**src/rtl/ram_rd_seq.sv**
```systemverilog
// Read-side sequencer for the rotating line/frame RAM: walks R/L/P read addresses after each
// fsync and streams the returned words through a credit-counted skid FIFO.
module ram_rd_seq #(
  parameter int ADDR_WIDTH = 10,
  parameter int DATA_WIDTH = 148,
  parameter int NUM_WORDS  = 1024,
  parameter int FIFO_DEPTH = 4
) (
  input  logic                  clk,
  input  logic                  rst_n,
  input  logic                  fsync,
  output logic [ADDR_WIDTH-1:0] R_R_addr,
  output logic [ADDR_WIDTH-1:0] R_L_addr,
  output logic [ADDR_WIDTH-1:0] R_P_addr,
  input  logic [DATA_WIDTH-1:0] R_R_data,
  input  logic [DATA_WIDTH-1:0] R_L_data,
  input  logic [DATA_WIDTH-1:0] R_P_data,
  output logic                  out_valid,
  input  logic                  out_ready,
  output logic [ADDR_WIDTH-1:0] out_addr,
  output logic [DATA_WIDTH-1:0] out_r,
  output logic [DATA_WIDTH-1:0] out_l,
  output logic [DATA_WIDTH-1:0] out_p,
  output logic                  busy,
  output logic                  frame_done,
  output logic                  overrun
);

  localparam int PTR_W = (FIFO_DEPTH > 1) ? $clog2(FIFO_DEPTH) : 1;
  localparam int CNT_W = $clog2(FIFO_DEPTH + 1);
  localparam int CRD_W = CNT_W + 1;
  localparam logic [ADDR_WIDTH-1:0] LAST_ADDR = ADDR_WIDTH'(NUM_WORDS - 1);
  localparam logic [PTR_W-1:0]      PTR_LAST  = PTR_W'(FIFO_DEPTH - 1);
  localparam logic [CNT_W-1:0]      CNT_FULL  = CNT_W'(FIFO_DEPTH);

  typedef enum logic [1:0] {IDLE, ARM, READ, DRAIN} state_t;

  typedef struct packed {
    logic [ADDR_WIDTH-1:0] addr;
    logic [DATA_WIDTH-1:0] r;
    logic [DATA_WIDTH-1:0] l;
    logic [DATA_WIDTH-1:0] p;
  } beat_t;

  state_t                state;
  logic [ADDR_WIDTH-1:0] rd_addr;
  logic                  inflight;
  logic [ADDR_WIDTH-1:0] inflight_addr;

  beat_t                 mem [FIFO_DEPTH];
  logic [PTR_W-1:0]      wr_ptr;
  logic [PTR_W-1:0]      rd_ptr;
  logic [CNT_W-1:0]      fifo_cnt;

  beat_t                 head;
  logic                  push;
  logic                  pop;
  logic                  issue;
  logic                  last_accept;
  logic [CRD_W-1:0]      credit_used;

  function automatic logic [PTR_W-1:0] ptr_inc(input logic [PTR_W-1:0] ptr);
    return (ptr == PTR_LAST) ? '0 : ptr + PTR_W'(1);
  endfunction

  // NOTE: every signal written in always_comb gets a default first, so no latch is inferred.
  always_comb begin
    head        = mem[rd_ptr];
    out_valid   = (fifo_cnt != '0);
    pop         = out_valid && out_ready;
    push        = inflight;
    last_accept = pop && (head.addr == LAST_ADDR);
    // Words already in flight must fit too; a same-cycle pop frees one slot.
    credit_used = CRD_W'(fifo_cnt) + CRD_W'(inflight) - CRD_W'(pop);
    issue       = (state == READ) && (credit_used < CRD_W'(FIFO_DEPTH));
  end

  assign R_R_addr   = rd_addr;
  assign R_L_addr   = rd_addr;
  assign R_P_addr   = rd_addr;
  assign out_addr   = out_valid ? head.addr : '0;
  assign out_r      = out_valid ? head.r    : '0;
  assign out_l      = out_valid ? head.l    : '0;
  assign out_p      = out_valid ? head.p    : '0;
  assign busy       = (state != IDLE);
  assign frame_done = last_accept;
  assign overrun    = fsync && (state != IDLE) && !last_accept;

  // NOTE: registers use non-blocking assignments so every flop samples pre-edge values.
  always_ff @(posedge clk or negedge rst_n) begin
    if (!rst_n) begin
      state         <= IDLE;
      rd_addr       <= '0;
      inflight      <= 1'b0;
      inflight_addr <= '0;
    end else if (fsync) begin
      // The word in flight belongs to the old bank mapping and is dropped.
      state    <= ARM;
      rd_addr  <= '0;
      inflight <= 1'b0;
    end else begin
      inflight <= issue;
      if (issue) inflight_addr <= rd_addr;
      case (state)
        ARM:   state <= READ;
        READ: begin
          if (issue) begin
            if (rd_addr == LAST_ADDR) state <= DRAIN;
            else                      rd_addr <= rd_addr + ADDR_WIDTH'(1);
          end
        end
        DRAIN: if (last_accept) state <= IDLE;
        default: state <= IDLE;
      endcase
    end
  end

  always_ff @(posedge clk or negedge rst_n) begin
    if (!rst_n) begin
      wr_ptr   <= '0;
      rd_ptr   <= '0;
      fifo_cnt <= '0;
    end else if (fsync) begin
      wr_ptr   <= '0;
      rd_ptr   <= '0;
      fifo_cnt <= '0;
    end else begin
      if (push) wr_ptr <= ptr_inc(wr_ptr);
      if (pop)  rd_ptr <= ptr_inc(rd_ptr);
      fifo_cnt <= fifo_cnt + CNT_W'(push) - CNT_W'(pop);
    end
  end

  // NOTE: FIFO storage is not reset; the data outputs are gated by out_valid instead.
  always_ff @(posedge clk) begin
    if (push) mem[wr_ptr] <= '{addr: inflight_addr, r: R_R_data, l: R_L_data, p: R_P_data};
  end

  push_when_full: assert property (@(posedge clk) disable iff (!rst_n)
    !(push && (fifo_cnt == CNT_FULL)));

endmodule

```
**config.mk**
```make
export PLATFORM = sky130hd
export DESIGN_NAME = ram_rd_seq
export DESIGN_NICKNAME = d
export VERILOG_FILES = /design/src/rtl/ram_rd_seq.sv
export SDC_FILE = /design/constraint.sdc
export NUM_CORES = 1
export LEC_CHECK = 0
export CORE_MARGIN = 1
export CORE_UTILIZATION = 40
export CTS_CLUSTER_DIAMETER = 50
export DETAILED_ROUTE_END_ITERATION = 16
export GPL_TIMING_DRIVEN = 0
export PLACE_DENSITY = 0.58
export SETUP_SLACK_MARGIN = 0.02
export SYNTH_ARGS = -nofsm -noshare
export SYNTH_HDL_FRONTEND = slang
export SYNTH_SLANG_ARGS = --single-unit
```
**constraint.sdc**
```tcl
create_clock -name clk -period 35.4 [get_ports clk]
set_input_delay 5.31 -clock clk [delete_from_list [all_inputs] [get_ports clk]]
set_output_delay 5.31 -clock clk [all_outputs]
set_load 0.02 [all_outputs]
```
After elaboration in Yosys (flattened, before gate mapping):

Memory sizes are Yosys's and may differ from the RTL's.
Cells that the tools add are included.

* add/subtract/negate cells: 7
* multipliers: 0
* div/mod/pow operators: 0
* magnitude comparators: 1
* equal/unequal tests: 11
* shifts and indexed selects: 0
* muxes and demuxes: 23
* bitwise gates (word level): 1
* reduce and logical (&&, ||, !) cells: 15

Operator list (count)
* $mux 148: 3
* $mux 10: 5
* $eq 10x10->1 const B: 2
* $mux 2: 10
* $add 10x1->10 const B: 1
* $reduce_bool 2->1: 5
* $eq 2x2->1 const B: 4
* $ne 3x3->1 const B: 2
* $pmux 2 s3: 1
* $reduce_and 3->1: 2
* $logic_and 1x1->1: 5
* $add 2x1->2 const B: 2
* $add 3x1->4: 1
* $lt 4x3->1 const B: 1
* $sub 4x1->4: 1
* $add 3x1->3: 1
* $mux 1: 3
* $mux 3: 1
* $ne 3x2->1 const B: 1
* $reduce_bool 3->1: 1
* $sub 3x1->3: 1
* $eq 2x1->1 const B: 1
* $ne 2x2->1 const B: 1
* $reduce_and 2->1: 1
* 2 further kinds: 2

* bits in registers: 30
* bits in latches: 0
* bits in writable memories: 1816
* memory bits (read-only): 0
* bits of input ports: 448
* output and inout port bits: 488
* logic and storage cells: 66
* memories: 1

Memories
* mem: words 4, width 454, rd ports 1, clocked after memory_dff 0, write ports 1, line 50 `beat_t mem [FIFO_DEPTH];`

Logic depth before layout (Yosys ltp):

Gate-level depths: netlist of run 1.

* depth after elaboration: 8
* gate-level depth with buffers: 14
* depth with buffers taken out: 12

Worst setup path after synthesis of run 1:

Ideal clock, no wire load.

* kind: register to register
* start point: register wr_ptr[0]
* end point: memory mem[0][0] in the netlist's numbering (enable)
* setup time: 0.875 ns
* data arrival time: 10.855 ns
* required time: 34.525 ns
* setup slack: 23.670 ns
* cell stages (with the launch flop): 4
* cells stage by stage: dfrtp_1 -> inv_1 -> ha_1 -> and2_1

RTL lines
* start: declaration: line 51 `logic [PTR_W-1:0] wr_ptr;`
* start signal: assignment: line 128 `if (push) wr_ptr <= ptr_inc(wr_ptr);`
* end: declaration: line 50

Straight into the memory's write port.

Final worst setup path of run 1:

* start point: input port fsync
* end point: output port overrun

* word-level cells in the longest chain between the ends: 2

RTL lines
* start: declaration: line 11 `input logic fsync,`
* $logic_and 1x1->1 (2 in series): line 87 `assign overrun = fsync && (state != IDLE) && !last_accept;`
* end: declaration: line 26 `output logic overrun`

Every way passes these cells.

==> out/metrics.cfg, run 1 <==
[logic_synthesis]
ys.flop_type = edfxtp_1
async_reset_ff_frac = 0.0163
yosysSeqAreaShare = 0.789
synth_cells = 3054
syn_area_per_cell_sq_um = 22.9
syn_nets = 3516
synth-seq-cells = 1846
ys_warn_count = 0
synth_edf_count = 1816
syn_area_sq_mm = 0.0701
synth_cell_types = 41

[worst_setup_path]
critPathLaunchType = primary input
crit_fanout = 10
critPathCaptureType = output pin
ff2ff_path_depth = 14
r2r_slack_ns = 31.38
required_ns = 30.09
crit_type = in2out
crit_arrival_ns = 7.40

[routing]
wl_microns = 176000
routed-via-count = 34400
vias_per_cell = 5.11
firstDrtPassIters = 5
ant_nets = 0
drc_errors = 0
drt_iter0_drc = 2342
wl_per_cell_microns = 26.1

[sta]
layout_setup_ws_ns = 22.69
holdWs_ns = 0.505
fmax_mhz = 78.7
maxSlewHeadroom = 0.126
fin_crit_sh = 0.359
fin_crit_ns = 12.71
finalClockSkew_ns = 0.0184
drv_slew = 0
finalHoldViolations = 0
rsz0062_at_grt = false
setup_tns_ns = 0
worstMarginPinSlew_ns = 1.31
setup_viol = 0

[floorplan]
top_level_ports = 936
core_sq_mm = 0.174
rows = 153
initial_core_util = 0.403
die_y_microns = 420
design.die.area_sq_mm = 0.177
die_width_microns = 420

[run]
drv_cap = 0

[clock_network]
cts_buffers = 197
clock_latency_ns = 0.83
h-tree-depth = 4
clockRootBuffer = clkbuf_16
clk_pin_slew_ns = 0.06
cts_resized = 0
cts_tree = built
clockBufferDepth = 3
postCtsHoldBufs = 0
post_cts_buffers = 0
clock-sinks = 1846

[placement]
placed_area_sq_mm = 0.0834
dp.cells = 6356
portBuffers = 935
pre_cts_ws_ns = 22.69
gp_congestion = 0.776
hpwl_microns = 119000

[final_layout]
drive_above_1_share = 0.195
postLayoutCoreUtil = 0.514
nNetsFinal = 4692
stdcell_count = 6734
stdcell_area_sq_mm = 0.0894
syn_to_final_growth_pct = 27.6

[power]
p_leak_nw = 28.1
p_total_mw = 6.13
p_per_area_mw_per_mm2 = 68.6
irDropWorstVdd_uv = 53.7

[outcome]
outcome = completed

[global_routing]
grt_usage = 0.197
grt_first_pass_wirelength_microns = 250000
first_global_vias = 35600
overflow = 0
grt_antenna_before_repair = 52
grt_max_degree = 56

[min_path]
worstHoldPathType = reg2reg
whs_path_depth = 0

worst max-delay path, cell delays in order:
cell             delay, ns
clkdlybuf4s50_1       0.64
clkbuf_1              0.45
nor3b_1               0.26
clkdlybuf4s50_1       0.74
report_power, final:
part / internal (mW) / switching [mW] / total (mW)
Clock: 1.08 / 0.829 / 1.91
Combinational: 0.822 / 0.945 / 1.77
Sequential: 2.45 / 0.0117 / 2.46
Total: 4.35 / 1.79 / 6.13
layout by cell type (no fill, tap or decap), types with 6 or more instances in the layout:
cell / instances
clkinv_2: 33
buf_2: 62
nand2_1: 8
ha_1: 13
clkdlybuf4s50_1: 934
edfxtp_1: 1816
nor2_1: 12
clkbuf_1: 120
a21oi_1: 7
mux4_2: 454
clkbuf_16: 202
buf_4: 20
diode_2: 17
mux2_2: 6
and2_1: 454
buf_16: 31
clkinv_1: 48
inv_6: 8
buf_1: 20
inv_1: 14
buf_12: 10
dfrtp_1: 30
nor2b_1: 7
clkinvlp_4: 7
sequential cells by signal, indices dropped and copies added, names as in the netlist:
name and count:
mem 1816, fifo_cnt 3, wr_ptr 2, inflight_addr 10, inflight 1, rd_ptr 2, state 2, R_L_addr 10
layout make-up:
cell class | instances | area, sq um
plain buffers | 176 | 828
repair buffers | 977 | 10400
fillers | 14100 | 84400
diodes | 17 | 42.5
clock buffers | 251 | 5250
well taps | 2325 | 2910
multi-input cells | 1018 | 13900
clock inverters | 110 | 726
flip-flops and latches | 1846 | 55300
inverters | 14 | 52.6
Yosys cell counts (2+ instances only):
| cell | number | area share |
|---|---|---|
| edfxtp_1 | 1816 | 0.78 |
| and2_1 | 458 | 0.041 |
| mux4_2 | 454 | 0.15 |
| clkbuf_1 | 73 | 0.0039 |
| buf_2 | 61 | 0.0044 |
| dfrtp_1 | 30 | 0.011 |
| buf_1 | 20 | 0.0011 |
| buf_4 | 20 | 0.0021 |
| inv_1 | 14 | 0.00075 |
| ha_1 | 13 | 0.0023 |
| nor2_1 | 12 | 0.00064 |
| nand2_1 | 8 | 0.00043 |
| a21oi_1 | 7 | 0.00050 |
| nor2b_1 | 7 | 0.00063 |
| mux2_2 | 6 | 0.00096 |
| mux2_1 | 5 | 0.00080 |
| nand3_1 | 5 | 0.00036 |
| mux2i_1 | 3 | 0.00043 |
| nand4_1 | 3 | 0.00027 |
| o211ai_1 | 3 | 0.00032 |
| o21ai_0 | 3 | 0.00021 |
| o31ai_1 | 3 | 0.00032 |
| or3_1 | 3 | 0.00027 |
| or4_1 | 3 | 0.00032 |
| xor2_1 | 3 | 0.00038 |
| buf_6 | 2 | 0.00032 |
| nor3_1 | 2 | 0.00014 |
| nor4_1 | 2 | 0.00018 |
| o21ai_1 | 2 | 0.00014 |
| or4b_1 | 2 | 0.00029 |
cell families after synthesis:
logic type / after synthesis / synth area share
AO/OA/AOI/OAI: 23 / 0.00218
XOR/XNOR: 4 / 0.000500
adder cells (fa/ha/maj): 14 / 0.00261
buffers and inverters: 190 / 0.0126
flip-flops: 1846 / 0.789
multiplexers: 468 / 0.148
AND/OR/NAND/NOR: 509 / 0.0449
worst paths after layout:
| kind | startpoint | end |
|---|---|---|
| setup / recovery | fsync | overrun |
| setup reg to reg | fifo_cnt[1] | R_L_addr[9] |
| min in group asynchronous | rst_n | state[0] |
| hold / removal | inflight_addr[5] | mem[1][449] |
| hold reg to reg | inflight_addr[5] | mem[1][449] |
| max in group asynchronous | rst_n | inflight_addr[5] |
metal layers:
metal  wire, microns  share of wire  vias up  track usage
li1                -              -    14900            -
met1           67000           0.38    18100        0.239
met2           91500           0.52      972        0.338
met3           11100          0.063      318       0.0512
met4            5700          0.032       40       0.0697
met5             302         0.0017        -            0
(Power assumes the default switching activity.)
==> inputs of run 2 (changes only) <==
- clock period: 35.4 -> 12.1 ns (I/O delays scaled with it)
==> results of run 2 <==
Same layout as run 1 (identical final DEF). Status: completed.
Main changes from that run: setup slack after placement 22.69 ns -> 6.27 ns; setup slack after layout 22.69 ns -> 5.68 ns; start point of the critical path fsync -> rd_ptr[1]; end point of the critical path overrun -> out_p[94]; register-to-register setup slack 31.38 ns -> 8.08 ns; total power 6.13 mW -> 17.9 mW; worst IR drop on VDD 53.7 uV -> 157 uV
==> inputs of run 3 (changes only) <==
- clock period: 12.1 -> 6.7 ns (I/O delays scaled with it)
==> run 3 against run 2 <==
Die area unchanged. Flip-flop and latch count unchanged. Utilization rose by 0.21 points. Highest routed layer unchanged.
==> out/metrics.cfg, run 3 (synthesis gave the netlist of run 1 again) <==
[clock_network]
cts_tree = built
postCtsHoldBufs = 0
cts_resized = 0
clockBufferDepth = 3
clockRootBuffer = clkbuf_16
clk_pin_slew_ns = 0.06
h-tree-depth = 4
clock_latency_ns = 0.83
cts_buffers = 199
post_cts_buffers = 0
clock-sinks = 1846

[routing]
drc_errors = 0
drt_iter0_drc = 1966
firstDrtPassIters = 5
routed-via-count = 34100
wl_per_cell_microns = 25.8
wl_microns = 174000
vias_per_cell = 5.06
ant_nets = 0

[final_layout]
stdcell_area_sq_mm = 0.0898
syn_to_final_growth_pct = 28.1
drive_above_1_share = 0.197
largest_reg_flops = 1816
largest-register = mem
final_cell_mix = edfxtp_1, clkdlybuf4s50_1, mux4_2, and2_1, clkbuf_16
final_common_cell = edfxtp_1
nNetsFinal = 4692
postLayoutCoreUtil = 0.516

[sta]
layout_setup_ws_ns = 0.960
fmax_mhz = 174
drv_slew = 0
fin_crit_ns = 5.74
rsz0062_at_grt = false
worstMarginPinSlew_ns = 1.30
maxSlewHeadroom = 0.132
fin_crit_sh = 0.857
finalHoldViolations = 0
setup_viol = 0
finalClockSkew_ns = 0.0186

[floorplan]
initial_core_util = 0.403
rows = 153
core_sq_mm = 0.174
die_y_microns = 420
top_level_ports = 936
die_width_microns = 420
design.die.area_sq_mm = 0.177

[power]
p_per_area_mw_per_mm2 = 366
p_leak_nw = 28.3
irDropWorstVdd_uv = 250
p_total_mw = 32.9

[worst_setup_path]
critPathLaunchType = flop
path_cells = buf_2, clkbuf_1, buf_2, buf_2, mux4_2, and2_1, clkdlybuf4s50_1
cp_slowest_cell = clkbuf_1
required_ns = 5.69
crit_arrival_ns = 4.73
max_stage_delay_ns = 0.88
crit_family = buffers and inverters
crit_type = reg2out
critPathCaptureType = output pin
worst-path-buf-inv = 5
crit_fanout = 10
crit_top_cell = buf_2

[global_routing]
busiest_layer = met2
grt_max_degree = 55
grt_util_met3 = 0.0559
grtUsageMet1 = 0.231
met2_usage = 0.334
grt_first_pass_wirelength_microns = 248000
overflow = 0
grt_usage = 0.195
first_global_vias = 35700
grt_antenna_before_repair = 55

[placement]
portBuffers = 935
placed_area_sq_mm = 0.0834
pre_cts_ws_ns = 1.58
hpwl_microns = 117000
gp_congestion = 0.754

[outcome]
outcome = completed

[run]
drv_cap = 0

[min_path]
worstHoldPathType = in2async

## run 3: path summary, 6_finish.rpt
kind,start,endpoint,slack [ns],cells after the start
setup reg to reg,fifo_cnt[1],R_L_addr[9],2.54,14
min in group clk,inflight_addr[6],mem[3][450],0.52,0
hold / removal,rst_n,state[0],0.23,1
hold reg to reg,inflight_addr[6],mem[3][450],0.52,0
max in group asynchronous,rst_n,wr_ptr[0],6.02,1
setup / recovery,rd_ptr[1],out_p[82],0.96,7
## run 3: layout make-up
| type | instances | area (sq um) |
|---|---|---|
| antenna | 18 | 45.0 |
| buffer | 176 | 827 |
| clock buffer | 237 | 5190 |
| clock inverter | 129 | 1150 |
| fill | 14000 | 84000 |
| inverter | 14 | 52.6 |
| multi-input combinational | 1018 | 13900 |
| sequential | 1846 | 55300 |
| tap | 2325 | 2910 |
| timing repair buffer | 975 | 10400 |
## run 3: power breakdown
group          total, mW  switching, mW  internal, mW
logic               9.32           4.99          4.33
registers           13.0         0.0598          12.9
clock network       10.6           4.47          6.08
total               32.9           9.52          23.4
## run 3: metal layers
layer,vias up,part of all wire,routed length (microns)
met5,-,0.0017,294
met4,42,0.034,5900
met3,308,0.065,11400
met2,908,0.52,90300
met1,17900,0.38,66200
li1,14900,-,-
## run 3: through the flow
step | cells | TNS [ns] | hold slack (ns)
after floorplan | 3054 | -2270.17 | 0.471
after global routing | 6733 | 0 | 0.231
final | 6738 | 0 | 0.227
after global placement | 6314 | - | 0.495
after detailed placement | 6354 | 0 | 0.514
after CTS | 6720 | 0 | 0.173
